### config.mk
export PLATFORM = sky130hd
export DESIGN_NAME = id_ex_hazard_regs
export DESIGN_NICKNAME = d
export VERILOG_FILES = /design/src/rtl/id_ex_hazard_regs.sv
export SDC_FILE = /design/constraint.sdc
export NUM_CORES = 1
export LEC_CHECK = 0
export CELL_PAD_IN_SITES_DETAIL_PLACEMENT = 0
export CELL_PAD_IN_SITES_GLOBAL_PLACEMENT = 1
export CORE_MARGIN = 2
export CORE_UTILIZATION = 29
export CTS_CLUSTER_DIAMETER = 120
export DETAILED_ROUTE_END_ITERATION = 12
export GPL_ROUTABILITY_DRIVEN = 0
export HOLD_SLACK_MARGIN = 0.06
export PLACE_DENSITY = 0.81
export RECOVER_POWER = 100
export SYNTH_ARGS = -nofsm -noshare
export SYNTH_HDL_FRONTEND = slang
export SYNTH_SLANG_ARGS = --single-unit
### constraint.sdc
create_clock -name clk_i -period 3.7 [get_ports clk_i]
set_input_delay 0.74 -clock clk_i [delete_from_list [all_inputs] [get_ports clk_i]]
set_output_delay 0.74 -clock clk_i [all_outputs]
set_load 0.05 [all_outputs]
### src/rtl/id_ex_hazard_regs.sv
// IF/ID and ID/EX pipeline registers driven by load-use stall and branch flush controls.
// Optional perf counters enabled by defining HAZ_PERF_CNT_EN.
module id_ex_hazard_regs #(
  parameter int XLEN      = 32,
  parameter int CTRL_W    = 8,
  parameter int MAX_STALL = 1,
  parameter int CNT_W     = 16
) (
  input  logic              clk_i,
  input  logic              rst_i,
  input  logic [XLEN-1:0]   IF_PC,
  input  logic [31:0]       IF_instr,
  input  logic              IF_ID_write,
  input  logic              NoOp,
  input  logic              Flush,
  input  logic [CTRL_W-1:0] ID_ctrl,
  input  logic              ID_MemRead,
  input  logic [4:0]        ID_Rs1,
  input  logic [4:0]        ID_Rs2,
  input  logic [4:0]        ID_Rd,
  output logic [XLEN-1:0]   ID_PC,
  output logic [31:0]       ID_instr,
  output logic              ID_valid,
  output logic [CTRL_W-1:0] EX_ctrl,
  output logic              EX_MemRead,
  output logic [4:0]        EX_Rd,
  output logic [4:0]        EX_Rs1,
  output logic [4:0]        EX_Rs2,
  output logic              EX_valid,
  output logic [1:0]        state_o,
  output logic              proto_err,
  output logic [CNT_W-1:0]  stall_cnt,
  output logic [CNT_W-1:0]  flush_cnt
);

  localparam logic [31:0] NOP_INSTR = 32'h0000_0013;
  localparam int RUN_W = $clog2(MAX_STALL + 2);
  localparam logic [RUN_W-1:0] RUN_LIMIT = RUN_W'(MAX_STALL);
  localparam logic [RUN_W-1:0] RUN_SAT   = RUN_W'(MAX_STALL + 1);

  typedef enum logic [1:0] {
    ST_RUN   = 2'b00,
    ST_STALL = 2'b01,
    ST_FLUSH = 2'b10
  } state_e;

  logic [XLEN-1:0]   idPc_q, idPc_d;
  logic [31:0]       idInstr_q, idInstr_d;
  logic              idValid_q, idValid_d;
  logic [CTRL_W-1:0] exCtrl_q, exCtrl_d;
  logic              exMemRead_q, exMemRead_d;
  logic [4:0]        exRd_q, exRd_d;
  logic [4:0]        exRs1_q, exRs1_d;
  logic [4:0]        exRs2_q, exRs2_d;
  logic              exValid_q, exValid_d;
  logic [RUN_W-1:0]  stallRun_q, stallRun_d;
  logic              protoErr_q, protoErr_d;
  state_e            state_q;

  logic stallEdge;
  logic bubble;
  logic overStall;

  // Flush outranks NoOp everywhere, so a stall edge only exists without Flush.
  assign stallEdge = NoOp & ~Flush;
  assign bubble    = Flush | NoOp | ~idValid_q;
  assign overStall = stallEdge & (stallRun_q >= RUN_LIMIT);

  always_comb begin
    idPc_d    = idPc_q;
    idInstr_d = idInstr_q;
    idValid_d = idValid_q;
    if (Flush) begin
      idInstr_d = NOP_INSTR;
      idValid_d = 1'b0;
    end else if (IF_ID_write) begin
      idPc_d    = IF_PC;
      idInstr_d = IF_instr;
      idValid_d = 1'b1;
    end
  end

  always_comb begin
    exCtrl_d    = '0;
    exMemRead_d = 1'b0;
    exRd_d      = '0;
    exRs1_d     = '0;
    exRs2_d     = '0;
    exValid_d   = 1'b0;
    if (!bubble) begin
      exCtrl_d    = ID_ctrl;
      exMemRead_d = ID_MemRead;
      exRd_d      = ID_Rd;
      exRs1_d     = ID_Rs1;
      exRs2_d     = ID_Rs2;
      exValid_d   = 1'b1;
    end
  end

  // The run length saturates just past the limit so long stalls cannot wrap back under it.
  always_comb begin
    stallRun_d = '0;
    if (stallEdge) begin
      stallRun_d = (stallRun_q >= RUN_SAT) ? RUN_SAT : stallRun_q + 1'b1;
    end
    protoErr_d = protoErr_q | (stallEdge & IF_ID_write) | overStall;
  end

  always_ff @(posedge clk_i or posedge rst_i) begin
    if (rst_i) begin
      idPc_q      <= '0;
      idInstr_q   <= NOP_INSTR;
      idValid_q   <= 1'b0;
      exCtrl_q    <= '0;
      exMemRead_q <= 1'b0;
      exRd_q      <= '0;
      exRs1_q     <= '0;
      exRs2_q     <= '0;
      exValid_q   <= 1'b0;
      stallRun_q  <= '0;
      protoErr_q  <= 1'b0;
    end else begin
      idPc_q      <= idPc_d;
      idInstr_q   <= idInstr_d;
      idValid_q   <= idValid_d;
      exCtrl_q    <= exCtrl_d;
      exMemRead_q <= exMemRead_d;
      exRd_q      <= exRd_d;
      exRs1_q     <= exRs1_d;
      exRs2_q     <= exRs2_d;
      exValid_q   <= exValid_d;
      stallRun_q  <= stallRun_d;
      protoErr_q  <= protoErr_d;
    end
  end

  always_ff @(posedge clk_i or posedge rst_i) begin
    if (rst_i) begin
      state_q <= ST_RUN;
    end else begin
      case (state_q)
        ST_RUN: begin
          if (Flush)          state_q <= ST_FLUSH;
          else if (NoOp)      state_q <= ST_STALL;
          else                state_q <= ST_RUN;
        end
        ST_STALL: begin
          if (Flush)          state_q <= ST_FLUSH;
          else if (NoOp)      state_q <= ST_STALL;
          else                state_q <= ST_RUN;
        end
        ST_FLUSH: begin
          if (Flush)          state_q <= ST_FLUSH;
          else if (NoOp)      state_q <= ST_STALL;
          else                state_q <= ST_RUN;
        end
        default:              state_q <= ST_RUN;
      endcase
    end
  end

`ifdef HAZ_PERF_CNT_EN
  logic [CNT_W-1:0] stallCnt_q, stallCnt_d;
  logic [CNT_W-1:0] flushCnt_q, flushCnt_d;

  always_comb begin
    stallCnt_d = stallCnt_q;
    flushCnt_d = flushCnt_q;
    if (stallEdge && (stallCnt_q != '1)) stallCnt_d = stallCnt_q + 1'b1;
    if (Flush && (flushCnt_q != '1))     flushCnt_d = flushCnt_q + 1'b1;
  end

  always_ff @(posedge clk_i or posedge rst_i) begin
    if (rst_i) begin
      stallCnt_q <= '0;
      flushCnt_q <= '0;
    end else begin
      stallCnt_q <= stallCnt_d;
      flushCnt_q <= flushCnt_d;
    end
  end

  assign stall_cnt = stallCnt_q;
  assign flush_cnt = flushCnt_q;
`else
  assign stall_cnt = '0;
  assign flush_cnt = '0;
`endif

  assign ID_PC      = idPc_q;
  assign ID_instr   = idInstr_q;
  assign ID_valid   = idValid_q;
  assign EX_ctrl    = exCtrl_q;
  assign EX_MemRead = exMemRead_q;
  assign EX_Rd      = exRd_q;
  assign EX_Rs1     = exRs1_q;
  assign EX_Rs2     = exRs2_q;
  assign EX_valid   = exValid_q;
  assign state_o    = state_q;
  assign proto_err  = protoErr_q;

endmodule

After elaboration in Yosys (flattened, before gate mapping)

Cells that the tools add are included.

Logic and storage cells: 45
Output and inout bits: 125
Register bits after elaboration: 95
Input bits: 93

Bitwise operators: 9
Muxes and demuxes: 15
Reduce and logical (&&, ||, !) cells: 4
Equal/unequal tests: 2
$lt $le $gt $ge: 2
$add $sub $neg: 1

Operators by type and width:

| kind                | count |
|---|---|
| $mux 32             | 2 |
| $mux 5              | 3 |
| $mux 2              | 4 |
| $mux 8              | 1 |
| $mux 1              | 5 |
| $or 1x1->1          | 4 |
| $and 1x1->1         | 3 |
| $reduce_or 3->1     | 1 |
| $add 2x1->2 const B | 1 |
| $eq 2x1->1 const B  | 1 |
| $eq 2x2->1 const B  | 1 |
| $ge 2x1->1 const B  | 1 |
| $ge 2x2->1 const B  | 1 |
| $logic_not 2->1     | 1 |
| $not 1->1           | 2 |
| $reduce_and 2->1    | 1 |
| $reduce_bool 2->1   | 1 |

Logic depth before layout (Yosys ltp)

Depth after elaboration: 5
Mapped depth: 5
Depth with buffers taken out: 2

Worst setup path before layout

Ideal clock, no wire load.

Path kind: input to register
Start point: input Flush
End point: register idPc_q[0], in the netlist ID_PC[0]
Buffers on the path: 3
Data arrival time: 1.532 ns
Slack: 2.043 ns
Data required time: 3.575 ns
Setup time: 0.125 ns
Cell stages on the path: 5
Cells stage by stage: buf_6 > nor2b_2 > buf_6 > buf_12 > mux2_4

Cells in the longest elaborated chain, start to end: 2

RTL lines:

| element                           | RTL line | source |
|---|---|---|
| start, declared                   | 15       | `input logic Flush,` |
| $not 1->1 (no source line)        | n/a      |  |
| $reduce_and 2->1 (no source line) | n/a      |  |
| end signal, assigned              | 123      | `idPc_q <= idPc_d;` |
| end, declared                     | 47       | `logic [XLEN-1:0] idPc_q, idPc_d;` |

Every way passes these cells.
A chain may end at the register's enable or synchronous reset.

Final worst setup path

Start point: input Flush
End point: register exCtrl_q[0], in the netlist EX_ctrl[0]

Cells in the longest elaborated chain, start to end: 3

RTL lines:

| element                  | RTL line | source |
|---|---|---|
| $or 1x1->1 (2 in series) | 66       | `assign bubble = Flush \| NoOp \| ~idValid_q;` |
| $mux 8                   | 90       | `if (!bubble) begin` |
| via exCtrl_d[0]          | 50       | `logic [CTRL_W-1:0] exCtrl_q, exCtrl_d;` |
| end signal, assigned     | 126      | `exCtrl_q <= exCtrl_d;` |
| end, declared            | 50       |  |

The timed path passes the listed nets, and every way through them passes these cells.

==> impl_summary.txt <==
----------------------------------------------------
[Critical path]
  Arrival time reported for the critical path endpoint ... 2.85 ns
  Crit path launch type ... primary input
  Worst-path fanout max ... 36
  Slowest Stage Delay on Critical Path ... 1.20 ns
  Type of the worst setup path ... in2reg
  Cell with the biggest individual delay on the critical path ... sky130_fd_sc_hd__clkbuf_1
  Worst R2R Path Depth ... 2
  Critical Path RT ... 3.92 ns
  Crit path capture type ... register
  Ordered list of cells on the worst path ... clkbuf_1, clkbuf_1, nor3b_2, and2_0
  Cell repeated most along the worst path ... sky130_fd_sc_hd__clkbuf_1
  Slack of the worst reg-to-reg path ... 2.15 ns

[Logic synthesis]
  Proportion of synthesized chip area in sequential cells ... 61.0%
  Yosys top cell by area ... sky130_fd_sc_hd__dfrtp_1
  Average cell area after synthesis ... 14.2 sq um
  Number of synthesized register bits ... 95
  Cell count after synthesis ... 275
  Dominant register cell in the synthesized netlist ... sky130_fd_sc_hd__dfrtp_1
  Yosys warnings ... 0
  Synth area leaders ... sky130_fd_sc_hd__dfrtp_1, sky130_fd_sc_hd__mux2_4, sky130_fd_sc_hd__mux2i_1, sky130_fd_sc_hd__buf_4, sky130_fd_sc_hd__and2_1
  Async set or reset register ratio after synthesis ... 100%
  Number of flops mapped to enable cells by yosys ... 0
  Share of Yosys cell area claimed by the top area cell type ... 58.9%
  Unique cell type count in the Yosys netlist ... 23
  Most used standard cell by instance count after synthesis ... sky130_fd_sc_hd__dfrtp_1
  Combined area of all synthesized cells ... 3910 sq um
  Commonest cells in the synthesized netlist ... sky130_fd_sc_hd__dfrtp_1, sky130_fd_sc_hd__buf_4, sky130_fd_sc_hd__nor2_1

[Clock network]
  Clk Tree Root Cell ... sky130_fd_sc_hd__clkbuf_16
  Number of buffers inserted to repair setup after CTS ... 0
  Hold-fix buffer count after cts ... 0
  Total clock buffers created by CTS ... 9
  Clock latency reported for the late side of the worst-skew pair ... 0.33 ns
  Clock Tree Buf Depth ... 2
  CTS tree ... yes
  CTS clk-pin slew, worst paths ... 0.06 ns
  Number of clock sinks seen by CTS ... 95
  PostCTS Resize Cnt ... 0
  Number of levels the H-tree was split into ... 3

[Timing]
  Slew headroom ... -32.2%
  Highest achievable clock rate ... 381 MHz
  Post-layout min period ... 2.62 ns
  Final Max Slew Viols ... 80
  Period utilisation layout ... 70.9%
  Worst Skew ... 0.00263 ns
  Final-layout setup total negative slack ... 0 ns
  Worst hold margin ... 0.458 ns
  Unrepaired setup endpoints after global routing ... false
  Final number of setup-violating endpoints ... 0
  Number of hold-slack violations in the final timing report ... 0
  Slew at the pin with the worst max-slew slack ... 1.97 ns

[Finish]
  Count of nets after finishing ... 553
  Footprint of the multi-input gates ... 1160 sq um
  Sequential cell area in the final layout ... 2380 sq um
  Design Area, Final ... 5970 sq um
  Area growth from synthesis to layout ... 52.9%
  Post-route non-filler standard cell count ... 641
  Fraction of layout cells with a size suffix above 1 ... 6.67%
  Utilization after layout ... 45.3%
  Final antenna diode count ... 0
  Number of fillers in the final layout ... 1241

[Status]
  Result of the run ... finished with violations
  Violated checks ... capacitance limit, slew limit

[Power and ir drop]
  Power per cell area ... 485 nW/um^2
  Max VDD drop ... 214 uV
  LEAKAGE ... 0.00281 uW

[Route]
  Total length of routed met2 wires ... 3980 microns
  DRT Pass-1 Iters ... 4
  Routed wire length per instance ... 13.6 microns
  Met1 Wirelength ... 3640 microns
  Starting DRT DRC Count ... 73
  Top sig layer ... met4
  Total number of vias ... 2589
  Total met3 wirelength after detailed routing ... 949 microns
  Total wirelength of the detailed-routed design ... 8710 microns
  Routed Antenna Nets ... 0
  Residual DRC count ... 0
  Post-DR vias/cell ... 4.04

[Floorplan]
  Die width ... 120 microns
  Boundary Pins ... 218
  Core outline area ... 13200 sq um
  Number of placement rows ... 42
  Overall die area ... 14400 sq um
  Effective utilization at floorplan ... 29.6%
  Die span in y ... 120 microns

[Place]
  Placed standard-cell area ... 5760 sq um
  Instance count after placement with tap cells included ... 625
  Number of buffers inserted by port buffering ... 185
  HPWL after detailed placement ... 6360 microns

[Worst hold path]
  Worst hold stages ... 1
  HP Class ... reg2reg

[Global routing]
  Wire length of the first global-routing pass ... 14300 microns
  Combined global-route utilization of all metal layers ... 12.7%
  Via count of the first global-routing pass ... 2770
  Maximum number of pins on one net before global-route repair ... 54
  Aggregate global routing overflow ... 0
  Antenna violations before repair ... 0

[Job]
  Number of violations of the max-capacitance limit ... 2

----------------------------------------------------
==> where the power goes <==
group | internal [uW] | total [uW] | switching (uW) | leakage [uW]
clock network | 628 | 1010 | 383 | 0.000158
registers | 1120 | 1160 | 37.8 | 0.00121
logic | 249 | 729 | 480 | 0.00144
==> final timing paths <==
check	start	endpoint
setup / recovery	Flush	EX_ctrl[0]$_DFF_PP0_
hold / removal	stallRun_q[0]$_DFF_PP0_	stallRun_q[0]$_DFF_PP0_
setup reg to reg	ID_valid$_DFFE_PP0P_	EX_ctrl[0]$_DFF_PP0_
hold reg to reg	stallRun_q[0]$_DFF_PP0_	stallRun_q[0]$_DFF_PP0_
max in group asynchronous	rst_i	ID_PC[26]$_DFFE_PP0P_
min in group asynchronous	rst_i	ID_PC[31]$_DFFE_PP0P_
==> flip-flops by register name (all words and copies together) (netlist names) <==
register	count
ID_PC	32
ID_instr	32
EX_ctrl	8
EX_Rd	5
EX_Rs1	5
EX_Rs2	5
stallRun_q	2
state_o	2
EX_MemRead	1
EX_valid	1
ID_valid	1
proto_err	1
==> final cells by class <==
| type | instances | share of cell area (%) |
|---|---|---|
| Clock inverter | 5 | 1.34 |
| Sequential cell | 95 | 39.9 |
| Inverter | 1 | 0.0838 |
| Multi-Input combinational cell | 164 | 19.4 |
| Clock buffer | 11 | 4.23 |
| Timing Repair Buffer | 189 | 31.4 |
| Tap cell | 176 | 3.69 |
==> worst max-delay path: cells and delay by family <==
family / cells / cell delay [ns]
buffers and inverters: 2 / 1.32
and+or+nand+nor: 2 / 0.78
==> layer usage <==
layer	global-route usage [%]	up-vias
li1	-	1206
met1	16.4	1228
met2	18.9	143
met3	5.18	12
met4	5.07	0
met5	0	-
==> cells in the final DEF, fill, tap and decap left out, drive strengths merged, types with 2 or more instances in the layout <==
cell,instances
nor2b,4
dfstp,3
a211o,3
nor3,2
mux2,32
clkinvlp,3
conb,32
nor2,33
and2,24
clkbuf,14
dlygate4sd3,94
dfrtp,92
buf,3
bufinv,2
clkdlybuf4s50,89
mux2i,29
==> kinds of logic (layout without fill, tap and decap cells) <==
kind of cell	Yosys count	after routing	synth area share [%]
and+or+nand+nor	65	65	8.62
DFF	95	95	61.0
other	1	32	0.0960
buffers and inverters	47	206	9.61
muxes	61	61	19.5
AOI/OAI and AO/OA	6	6	1.19
==> through the flow <==
stage,power (uW),worst slack [ns]
6_report,2900,1.08
5_1_grt,3020,0.716
4_1_cts,3020,1.25
3_5_place_dp,1990,1.47
3_3_place_gp,1980,1.53
2_1_floorplan,1730,0.488
Note: power is estimated with default switching activity, not from simulation.
